**src/rtl/swu_pad.sv**
```systemverilog
// Zero-padding stage ahead of the sliding window unit: inserts all-zero border
// beats around a raster-order IFM stream so swu can run with padding disabled.
module swu_pad #(
  parameter int unsigned SIMD           = 1,
  parameter int unsigned IP_PRECISION   = 8,
  parameter int unsigned IFMChannels    = 2,
  parameter int unsigned IFMWidth       = 6,
  parameter int unsigned IFMHeight      = 6,
  parameter int unsigned PADDING_WIDTH  = 1,
  parameter int unsigned PADDING_HEIGHT = 1
) (
  input  logic                         clk,
  input  logic                         resetn,
  input  logic [SIMD*IP_PRECISION-1:0] ip_axis_tdata,
  input  logic                         ip_axis_tvalid,
  output logic                         ip_axis_tready,
  output logic [SIMD*IP_PRECISION-1:0] op_axis_tdata,
  output logic                         op_axis_tvalid,
  input  logic                         op_axis_tready
);

  localparam int unsigned DW   = SIMD * IP_PRECISION;
  localparam int unsigned FOLD = IFMChannels / SIMD;
  localparam int unsigned PW   = IFMWidth + 2 * PADDING_WIDTH;
  localparam int unsigned PH   = IFMHeight + 2 * PADDING_HEIGHT;
  localparam int unsigned FW   = (FOLD > 1) ? $clog2(FOLD) : 1;
  localparam int unsigned CW   = (PW > 1) ? $clog2(PW) : 1;
  localparam int unsigned RW   = (PH > 1) ? $clog2(PH) : 1;

  localparam logic [FW-1:0] FOLD_LAST = FW'(FOLD - 1);
  localparam logic [CW-1:0] COL_LAST  = CW'(PW - 1);
  localparam logic [RW-1:0] ROW_LAST  = RW'(PH - 1);

  logic [FW-1:0] r_fold;
  logic [CW-1:0] r_col;
  logic [RW-1:0] r_row;
  logic [DW-1:0] r_tdata;
  logic          r_tvalid;

  logic w_row_pad;
  logic w_col_pad;
  logic w_pad;
  logic w_free;
  logic w_load;

  // Zero padding gets a constant-false term instead of an always-false compare.
  generate
    if (PADDING_HEIGHT > 0) begin : g_row_pad
      localparam logic [RW-1:0] ROW_TOP_END   = RW'(PADDING_HEIGHT);
      localparam logic [RW-1:0] ROW_BOT_START = RW'(PADDING_HEIGHT + IFMHeight);
      assign w_row_pad = (r_row < ROW_TOP_END) || (r_row >= ROW_BOT_START);
    end else begin : g_no_row_pad
      assign w_row_pad = 1'b0;
    end

    if (PADDING_WIDTH > 0) begin : g_col_pad
      localparam logic [CW-1:0] COL_LEFT_END    = CW'(PADDING_WIDTH);
      localparam logic [CW-1:0] COL_RIGHT_START = CW'(PADDING_WIDTH + IFMWidth);
      assign w_col_pad = (r_col < COL_LEFT_END) || (r_col >= COL_RIGHT_START);
    end else begin : g_no_col_pad
      assign w_col_pad = 1'b0;
    end
  endgenerate

  assign w_pad  = w_row_pad || w_col_pad;
  assign w_free = !r_tvalid || op_axis_tready;
  assign w_load = w_free && (w_pad || ip_axis_tvalid);

  assign ip_axis_tready = resetn && !w_pad && w_free;
  assign op_axis_tdata  = r_tdata;
  assign op_axis_tvalid = r_tvalid;

  always_ff @(posedge clk) begin
    if (!resetn) begin
      r_tdata  <= '0;
      r_tvalid <= 1'b0;
      r_fold   <= '0;
      r_col    <= '0;
      r_row    <= '0;
    end else begin
      if (w_load) begin
        r_tdata  <= w_pad ? '0 : ip_axis_tdata;
        r_tvalid <= 1'b1;
        if (r_fold == FOLD_LAST) begin
          r_fold <= '0;
          if (r_col == COL_LAST) begin
            r_col <= '0;
            r_row <= (r_row == ROW_LAST) ? '0 : r_row + RW'(1);
          end else begin
            r_col <= r_col + CW'(1);
          end
        end else begin
          r_fold <= r_fold + FW'(1);
        end
      end else if (r_tvalid && op_axis_tready) begin
        r_tvalid <= 1'b0;
      end
    end
  end

endmodule

```
**config.mk**
```make
export PLATFORM = sky130hd
export DESIGN_NAME = swu_pad
export DESIGN_NICKNAME = d
export VERILOG_FILES = /design/src/rtl/swu_pad.sv
export SDC_FILE = /design/constraint.sdc
export NUM_CORES = 1
export LEC_CHECK = 0
export ABC_AREA = 0
export CAP_MARGIN = 10
export CORE_MARGIN = 2
export CORE_UTILIZATION = 40
export CTS_CLUSTER_DIAMETER = 120
export CTS_CLUSTER_SIZE = 14
export DETAILED_ROUTE_END_ITERATION = 7
export PLACE_DENSITY_LB_ADDON = 0.2
export SLEW_MARGIN = 20
export SYNTH_ARGS = -nofsm -noshare
export SYNTH_HDL_FRONTEND = slang
export SYNTH_SLANG_ARGS = --single-unit
```
**constraint.sdc**
```tcl
create_clock -name clk -period 1.65 [get_ports clk]
set_clock_uncertainty 0.1 [all_clocks]
set_input_delay 0.33 -clock clk [delete_from_list [all_inputs] [get_ports clk]]
set_output_delay 0.33 -clock clk [all_outputs]
set_load 0.005 [all_outputs]
```
After elaboration in Yosys (flattened, before gate mapping) --
Cells that the tools add are included.
Operators by class: add/sub/neg operators 3, order comparisons 4, eq/ne operators 2, multiplexer cells 6, reductions and logical operators 14
Operators with widths (number):
- 2-to-1 mux 8 bit | 1
- adder 3 x 1 -> 3 bit (second input constant) | 2
- equality test 3 bit (second input constant) | 2
- greater-or-equal comparator 3 bit (second input constant) | 2
- less-than comparator 3 x 1 -> 1 bit (second input constant) | 2
- 2-to-1 mux 3 bit | 2
- logical OR 1 bit | 5
- logical AND 1 bit | 4
- 2-to-1 mux 1 bit | 3
- AND reduction 3 bit | 1
- logical NOT 1 bit | 2
- AND reduction 2 bit | 1
- nonzero test 2 bit | 1
- adder 1 bit (second input constant) | 1
Word-level totals: flip-flop bits (word level) 16, logic and storage cells 34

Longest topological paths before layout --
Gate-level depths: netlist (run 1).
depth after elaboration 6, depth in mapped cells 7

Worst setup path after synthesis (run 1) --
OpenSTA, ideal clock, no wires.
path type reg2reg, from register r_col[0], to register r_fold, setup time 0.115 ns, data arrival time 1.616 ns, path slack -0.181 ns, stages on the path, launching flop included 8, buffers on the path 1, clock period less this slack 1.831 ns, cells stage by stage dfxtp_1 > ha_1 > ha_1 > nor3_1 > a31oi_4 > buf_6 > xor2_1 > and2_1
Between the ends: word-level cells in the longest chain between the ends 5
Ends and longest elaborated chain:
- from (decl) | RTL line 35 | logic [CW-1:0] r_col;
- from (signal assigned) | RTL line 90 | r_col <= r_col + CW'(1);
- less-than comparator 3 x 1 -> 1 bit or greater-or-equal comparator 3 bit (tied branches) | RTL line 59 | assign w_col_pad = (r_col < COL_LEFT_END) || (r_col >= COL_RIGHT_START);
- logical OR 1 bit (*) | RTL line 59
- logical OR 1 bit (*) | RTL line 65 | assign w_pad = w_row_pad || w_col_pad;
- logical OR 1 bit (*) | RTL line 67 | assign w_load = w_free && (w_pad || ip_axis_tvalid);
- logical AND 1 bit (*) | RTL line 67
- to (signal assigned) | RTL line 93 | r_fold <= r_fold + FW'(1);
- to (decl) | RTL line 34 | logic [FW-1:0] r_fold;
Mark *: on every way between the ends. The rest lies on a longest branch, timed or not. A chain may end at the register's enable or synchronous reset.

Worst setup path after layout (run 1) --
from register r_col[0], to output ip_axis_tready
Between the ends: word-level cells in the longest chain between the ends 6
Ends and longest elaborated chain:
- less-than comparator 3 x 1 -> 1 bit or greater-or-equal comparator 3 bit (tied branches) | RTL line 59
- logical OR 1 bit (*) | RTL line 59
- logical OR 1 bit (*) | RTL line 65
- logical NOT 1 bit (*) | RTL line 69 | assign ip_axis_tready = resetn && !w_pad && w_free;
- logical AND 1 bit (*) (2 in series) | RTL line 69
- to (decl) | RTL line 16 | output logic ip_axis_tready,
Marks and branches as above.

==> reports/metrics.cfg, run 1 <==
[status]
outcome = finished, violations left
violations = setup timing

[cells_and_area]
syn_to_final_growth_pct = 71.03
antennaDiodeCount = 0
layout-drive-gt1-share_pct = 62.50
nNetsFinal = 145
layout.cells.non_filler = 155

[routing]
wl_mm = 2.073
vias_per_cell = 4.884
drt-initial-drc-count = 9
drc = 0
first_pass_iters = 4
vias = 757
ant_nets = 0
wl_per_cell_um = 13.37

[power]
seq_power_share_pct = 49.6
combPwrFrac_pct = 17.7
powerDensity_nw_per_um2 = 554.1
clockPowerShare_pct = 32.7
ir_drop_v = 0.0005045
internal_power_mw = 0.6197
p_sw_share_pct = 23.92
cellLeakagePower_nw = 0.6081
power_switching_mw = 0.1948

[cts]
path_clk_slew_ns = 0.09
cts_tree = built
h-tree-depth = 1
clock-sinks = 16
clk_latency_ns = 0.30
clockRootBuffer = clkbuf_4
numCtsBuffers = 3
ctsHoldBuffers = 0
clockBufferDepth = 2

[worst_setup_path]
start_kind = register
end_kind = output port
regToRegSetupSlack_ns = -0.13
r2r-start = r_row[0]
r2r_cells = 8
path_class = reg2out
critPathCapture = ip_axis_tready
worstReg2RegEnd = r_fold
startpoint = r_col[0]
cp.required_ns = 1.22
arrival_ns = 1.44
cp_max_fo = 4

[timing]
fin_crit_sh_pct = 113.2
tightest_slew_ns = 0.2713
slew_headroom_pct = 81.89
whs_ns = 0.3706
worst_slack_ns = -0.2180
hold_viol = 0
grt_setup_unrepaired = true
final-setup-viol-count = 15
timing.fmax_mhz = 535.3
period_minus_slack_ns = 1.868
slew_viol_final = 0

[floorplan]
pin_count = 22
die_h_um = 50.36
dieWidth_um = 50.36
start_util_pct = 42.94
core_um2 = 2002
die_area_um2 = 2536
num_rows = 16

[global_routing]
grt_usage_pct = 17.38
grt_overflow = 0
grt_max_degree = 23
antenna_found_initial = 0
grt_pass1_vias = 730
grt_pass1_wl_mm = 3.263

[place]
routabilityCongestion = 0.7926
portBuffers = 21
dp_cells = 149
hpwl_mm = 1.373

[synthesis]
yosys.area_share.adder_pct = 5.822
yosysUniqueCellTypes = 26
synthMuxAreaShare_pct = 4.658
synth_top_family_by_area = simple AND/OR/NAND/NOR gates
syn_nets = 103
yosys.area_share.simple_pct = 32.75
yosysSeqAreaShare_pct = 37.26
avgSynthCellArea_um2 = 9.880
ys_ff_latch = 16
yosys_warnings = 0
synth_area_um2 = 859.6
postSynthCellCount = 87
synth_compound_area_share_pct = 14.99
synth_xor_xnor_area_share_pct = 1.019

[min_path]
min_path_type = reg2reg

[job]
cap_violations = 0

## area by class of cell
| type | count | area [µm²] |
|---|---|---|
| Clock buffer | 4 | 36.28 |
| Multi-Input combinational cell | 67 | 670.6 |
| Tap cell | 27 | 33.78 |
| Sequential cell | 16 | 340.3 |
| Timing Repair Buffer | 41 | 389.1 |
| Fill cell | 131 | 531.8 |
## timing repair
action | in CTS | in global routing
pin swaps | 10 | 17
resized for setup | 24 | 26
setup endpoints to repair | 16 | 16
buffers inserted | 4 | 1
hold endpoints to repair | 0 | 0
gates cloned | 0 | 0
## layout by cell type, fill, tap and decap left out, drive strengths merged, types with 3 or more instances in the layout
cell type and count:
a21boi 8, and2 3, and3 3, buf 21
clkbuf 4, clkdlybuf4s50 20, dfxtp 16, ha 4
mux2i 4, nand2 17, nand2b 8, nand4 3
nor2 4, nor3 4
## worst min path at each step
stage / start / end / slack [ns] / depth (start not counted)
6_report: op_axis_tdata[2] / op_axis_tdata[2] / 0.37 / 2
5_1_grt: op_axis_tdata[2] / op_axis_tdata[2] / 0.38 / 2
4_1_cts: op_axis_tdata[6] / op_axis_tdata[6] / 0.38 / 2
3_5_place_dp: op_axis_tdata[4] / op_axis_tdata[4] / 0.37 / 2
3_3_place_gp: op_axis_tdata[2] / op_axis_tdata[2] / 0.36 / 2
2_1_floorplan: ip_axis_tvalid / op_axis_tvalid / 0.35 / 1
## cells by family after synthesis
kind of cell / Yosys count
buffers and inverters: 4
AND/OR/NAND/NOR: 46
XOR/XNOR: 1
multiplexers: 4
adder cells (fa/ha/maj): 4
AO/OA/AOI/OAI: 12
flip-flops: 16
## stage by stage
step | cell area [µm²] | util, % | power, mW | setup WS (ns) | setup TNS [ns]
after floorplan | 888.4 | - | 0.4614 | 0.007880 | 0
after global placement | 1250 | 62.44 | 0.5212 | -0.5085 | -3.996
after detailed placement | 1250 | 62.44 | 0.5243 | -0.5245 | -4.418
after CTS | 1356 | 67.75 | 0.8071 | -0.2150 | -1.645
after global routing | 1470 | 73.44 | 0.8526 | -0.2782 | -2.349
final | 1470 | 73.44 | 0.8146 | -0.2180 | -1.278
## power by group through the flow
| stage | registers (mW) | clock network (mW) | logic (mW) |
|---|---|---|---|
| global placement | 0.410 | 0 | 0.111 |
| detailed placement | 0.411 | 0 | 0.113 |
| global route | 0.405 | 0.294 | 0.154 |
| CTS | 0.405 | 0.268 | 0.134 |
| floorplan | 0.411 | 0 | 0.0503 |
| finish | 0.404 | 0.267 | 0.144 |
## state kept, by name, indices dropped and copies added, names as in the netlist
name and flops:
op_axis_tdata 8, r_row 3, r_fold 1, r_col 3
op_axis_tvalid 1
## per-layer routing
layer	track usage, %	wire [µm]	vias to the layer above
li1	-	-	384
met1	21.75	918	346
met2	27.63	1022	23
met3	5.655	104	4
met4	6.757	29	0
met5	0	0	-
## Yosys cell counts
library cell | count | area (µm²)
o21ai_1 | 2 | 10.01
nand3b_1 | 2 | 15.01
nor3_2 | 2 | 20.02
nor2_1 | 2 | 7.510
and2_2 | 1 | 7.510
clkbuf_1 | 2 | 7.510
and2b_4 | 1 | 10.01
a21boi_2 | 8 | 90.09
buf_6 | 2 | 22.52
nand2_2 | 6 | 37.54
nand4_2 | 1 | 12.51
nand2_1 | 11 | 41.29
nand2b_1 | 8 | 50.05
nand4_1 | 2 | 12.51
and2_1 | 2 | 12.51
and4_1 | 1 | 8.760
ha_1 | 4 | 50.05
dfxtp_1 | 16 | 320.3
and3_1 | 2 | 12.51
mux2i_1 | 4 | 40.04
and3_4 | 1 | 11.26
o21a_1 | 1 | 7.510
nor3_1 | 2 | 10.01
nor2_2 | 2 | 12.51
xor2_1 | 1 | 8.760
a31oi_4 | 1 | 21.27
## critical path, stage by stage, from the launching register on
cell and delay [ns]:
dfxtp_2 0.34, buf_6 0.12, nor3_4 0.20, nor2_4 0.05
and2_4 0.16, and3_1 0.15, buf_2 0.12
Power figures use the tool's default switching activity.
==> run 2, diff against run 1 <==
--- a/config.mk
+++ b/config.mk
@@ -12,6 +12,7 @@
 export CTS_CLUSTER_DIAMETER = 120
 export CTS_CLUSTER_SIZE = 14
 export DETAILED_ROUTE_END_ITERATION = 7
+export HOLD_SLACK_MARGIN = 0.12
 export PLACE_DENSITY_LB_ADDON = 0.2
 export SLEW_MARGIN = 20
 export SYNTH_ARGS = -nofsm -noshare
==> results of run 2 <==
The final DEF is identical to that of run 1; final timing and power are the same.
==> run 3, diff against run 2 <==
--- a/config.mk
+++ b/config.mk
@@ -7,7 +7,6 @@
 export LEC_CHECK = 0
 export ABC_AREA = 0
 export CAP_MARGIN = 10
-export CORE_MARGIN = 2
 export CORE_UTILIZATION = 40
 export CTS_CLUSTER_DIAMETER = 120
 export CTS_CLUSTER_SIZE = 14
==> reports/metrics.cfg, run 3 (synthesis gave the netlist of run 1 again) <==
[timing]
timing.fmax_mhz = 531.5  ; -0.71%
worst_slack_ns = -0.2313  ; -0.01330 ns
final-setup-viol-count = 16  ; +1
period_minus_slack_ns = 1.881  ; +0.01330 ns
grt_setup_unrepaired = true
tns_ns = -1.455  ; -0.1768 ns
slew_headroom_pct = 81.35  ; -0.53 points
hold_viol = 0  ; unchanged
fin_crit_sh_pct = 114.0  ; +0.81 points
slew_viol_final = 0  ; unchanged
tightest_slew_ns = 0.2797  ; +0.008376 ns

[power]
cellLeakagePower_nw = 0.5912  ; -2.8%
ir_drop_v = 0.0004227  ; -16%
seq_power_share_pct = 49.4  ; -0.2 points
clockPowerShare_pct = 32.7  ; about the same
powerDensity_nw_per_um2 = 564.3  ; +1.8%
internal_power_mw = 0.6200  ; about the same
p_sw_share_pct = 24.37  ; +0.45 points
combPwrFrac_pct = 17.9  ; +0.2 points
power_switching_mw = 0.1998  ; +2.5%

[place]
pre_cts_ws_ns = -0.5613  ; -0.03676 ns
routabilityCongestion = 0.6985  ; -12%
dp_cells = 149  ; unchanged
portBuffers = 21  ; unchanged
hpwl_mm = 1.404  ; +2.2%

[worst_setup_path]
worstReg2RegEnd = op_axis_tdata[1]
arrival_ns = 1.45  ; about the same
cp_max_fo = 3  ; -1
cp.required_ns = 1.22  ; about the same
start_kind = register
critPathCapture = ip_axis_tready
crit_cells = 6  ; unchanged
startpoint = r_col[1]
path_common_cell = buf_6
end_kind = output port
path_cells = buf_6, nor3_4, nor2_4, and2_4, and3_4, buf_6
cp_top_family = simple AND/OR/NAND/NOR gates
r2r-start = r_row[0]
cpMaxStageDelayCell = dfxtp_2
regToRegSetupSlack_ns = -0.13  ; about the same
max_stage_delay_ns = 0.34  ; about the same
r2r_cells = 8  ; unchanged
path_class = reg2out
crit_buf_inv = 2  ; unchanged

[global_routing]
antenna_found_initial = 0  ; unchanged
grt_max_degree = 23  ; unchanged
grt_overflow = 0  ; unchanged
grt_usage_pct = 19.68  ; +2.3 points
grt_pass1_vias = 820  ; +12%
grt_pass1_wl_mm = 3.615  ; +11%

[routing]
wl_per_cell_um = 13.52  ; +1.1%
drc = 0  ; unchanged
drt-met1-wl_um = 881  ; -4.0%
dr_wl_met2_mm = 1.060  ; +3.7%
vias = 769  ; +1.6%
ant_nets = 0  ; unchanged
wl_mm = 2.069  ; -0.19%
first_pass_iters = 4  ; unchanged
drt-initial-drc-count = 12  ; +3
vias_per_cell = 5.026  ; +2.9%
top_layer = met4
wl_met3_um = 90  ; -13%

[min_path]
min_path_type = reg2reg

[floorplan]
core_um2 = 1982  ; -1.0%
die_h_um = 48.36  ; -4.0%
pin_count = 22  ; unchanged
start_util_pct = 43.37  ; +0.43 points
num_rows = 16  ; unchanged
dieWidth_um = 48.36  ; -4.0%
die_area_um2 = 2338  ; -7.8%

[cells_and_area]
final-seq-area_um2 = 337.8  ; -0.74%
nNetsFinal = 143  ; -1.4%
layout-drive-gt1-share_pct = 61.90  ; -0.60 points
layout.cells.non_filler = 153  ; -1.3%
antennaDiodeCount = 0  ; unchanged
nFillCells = 142  ; +8.4%
postLayoutCoreUtil_pct = 73.30  ; -0.14 points
multi_input_area_um2 = 673.1  ; +0.37%
syn_to_final_growth_pct = 69.00
mostFrequentLayoutCells = 19 x clkdlybuf4s50_1, 14 x dfxtp_2, 11 x nand2_1, 11 x buf_4
mostFrequentLayoutCell = clkdlybuf4s50_1
largest_register_ffs = 8  ; unchanged

[cts]
numCtsBuffers = 3  ; unchanged
cts_tree = built
clk_latency_ns = 0.29  ; about the same
h-tree-depth = 1  ; unchanged
clock-sinks = 16  ; unchanged
post-cts-setup-buffers = 0  ; -4
ctsHoldBuffers = 0  ; unchanged
path_clk_slew_ns = 0.10  ; about the same
clockRootBuffer = clkbuf_4
clockBufferDepth = 2  ; unchanged

[status]
violations = setup timing
outcome = finished, violations left

[job]
cap_violations = 0  ; unchanged

==> run 3: cell count changes in the layout (fill, tap and decap cells not counted), sizes merged <==
| cell | previous run | this run |
|---|---|---|
| buf | 21 | 19 |
| clkdlybuf4s50 | 20 | 19 |
| dlygate4sd2 | 0 | 1 |
==> run 3: power groups by stage <==
stage	combinational (mW)	clock, mW	sequential (mW)
floorplan	0.0503	0	0.411
global placement	0.109	0	0.410
detailed placement	0.113	0	0.410
CTS	0.136	0.274	0.403
global route	0.156	0.293	0.406
finish	0.147	0.268	0.405
==> run 3: worst min-delay path by stage <==
stage	slack [ns]	cells past startpoint	startpoint	endpoint
floorplan	0.35	1	ip_axis_tvalid	op_axis_tvalid
global placement	0.36	2	op_axis_tdata[5]	op_axis_tdata[5]
detailed placement	0.36	2	op_axis_tdata[6]	op_axis_tdata[6]
CTS	0.39	2	op_axis_tdata[6]	op_axis_tdata[6]
global route	0.38	2	op_axis_tdata[4]	op_axis_tdata[4]
finish	0.36	2	op_axis_tdata[6]	op_axis_tdata[6]
==> run 3: cell type report <==
type	instances	share of cell area, %
Multi-Input combinational cell	67	46.34
Timing Repair Buffer	39	25.58
Sequential cell	16	23.26
Clock buffer	4	2.498
Tap cell	27	2.326
==> run 3: repair_timing <==
action / in CTS / in global routing
endpoints found under the setup margin: 16 / 24
gates cloned: 0 / 0
resized for setup: 36 / 13
pin swaps: 9 / 3
==> run 3: routing by layer <==
metal / global-route usage [%] / up-vias
met1: 22.59 / 357
met2: 36.38 / 28
met3: 3.145 / 5
met4: 7.353 / 0
met5: 0 / -
li1: - / 379
==> run 3: metrics by stage <==
stage	area [µm²]	hold WS (ns)	power, mW
floorplan	888.4	0.3538	0.4614
global placement	1237	0.3589	0.5192
detailed placement	1237	0.3647	0.5230
CTS	1420	0.3855	0.8139
global route	1453	0.3822	0.8557
finish	1453	0.3649	0.8198
==> run 3: tightest hold or removal path, stage by stage (launching register included) <==
cell	delay, ns
dfxtp_2	0.34
nand2b_4	0.06
a21boi_2	0.04
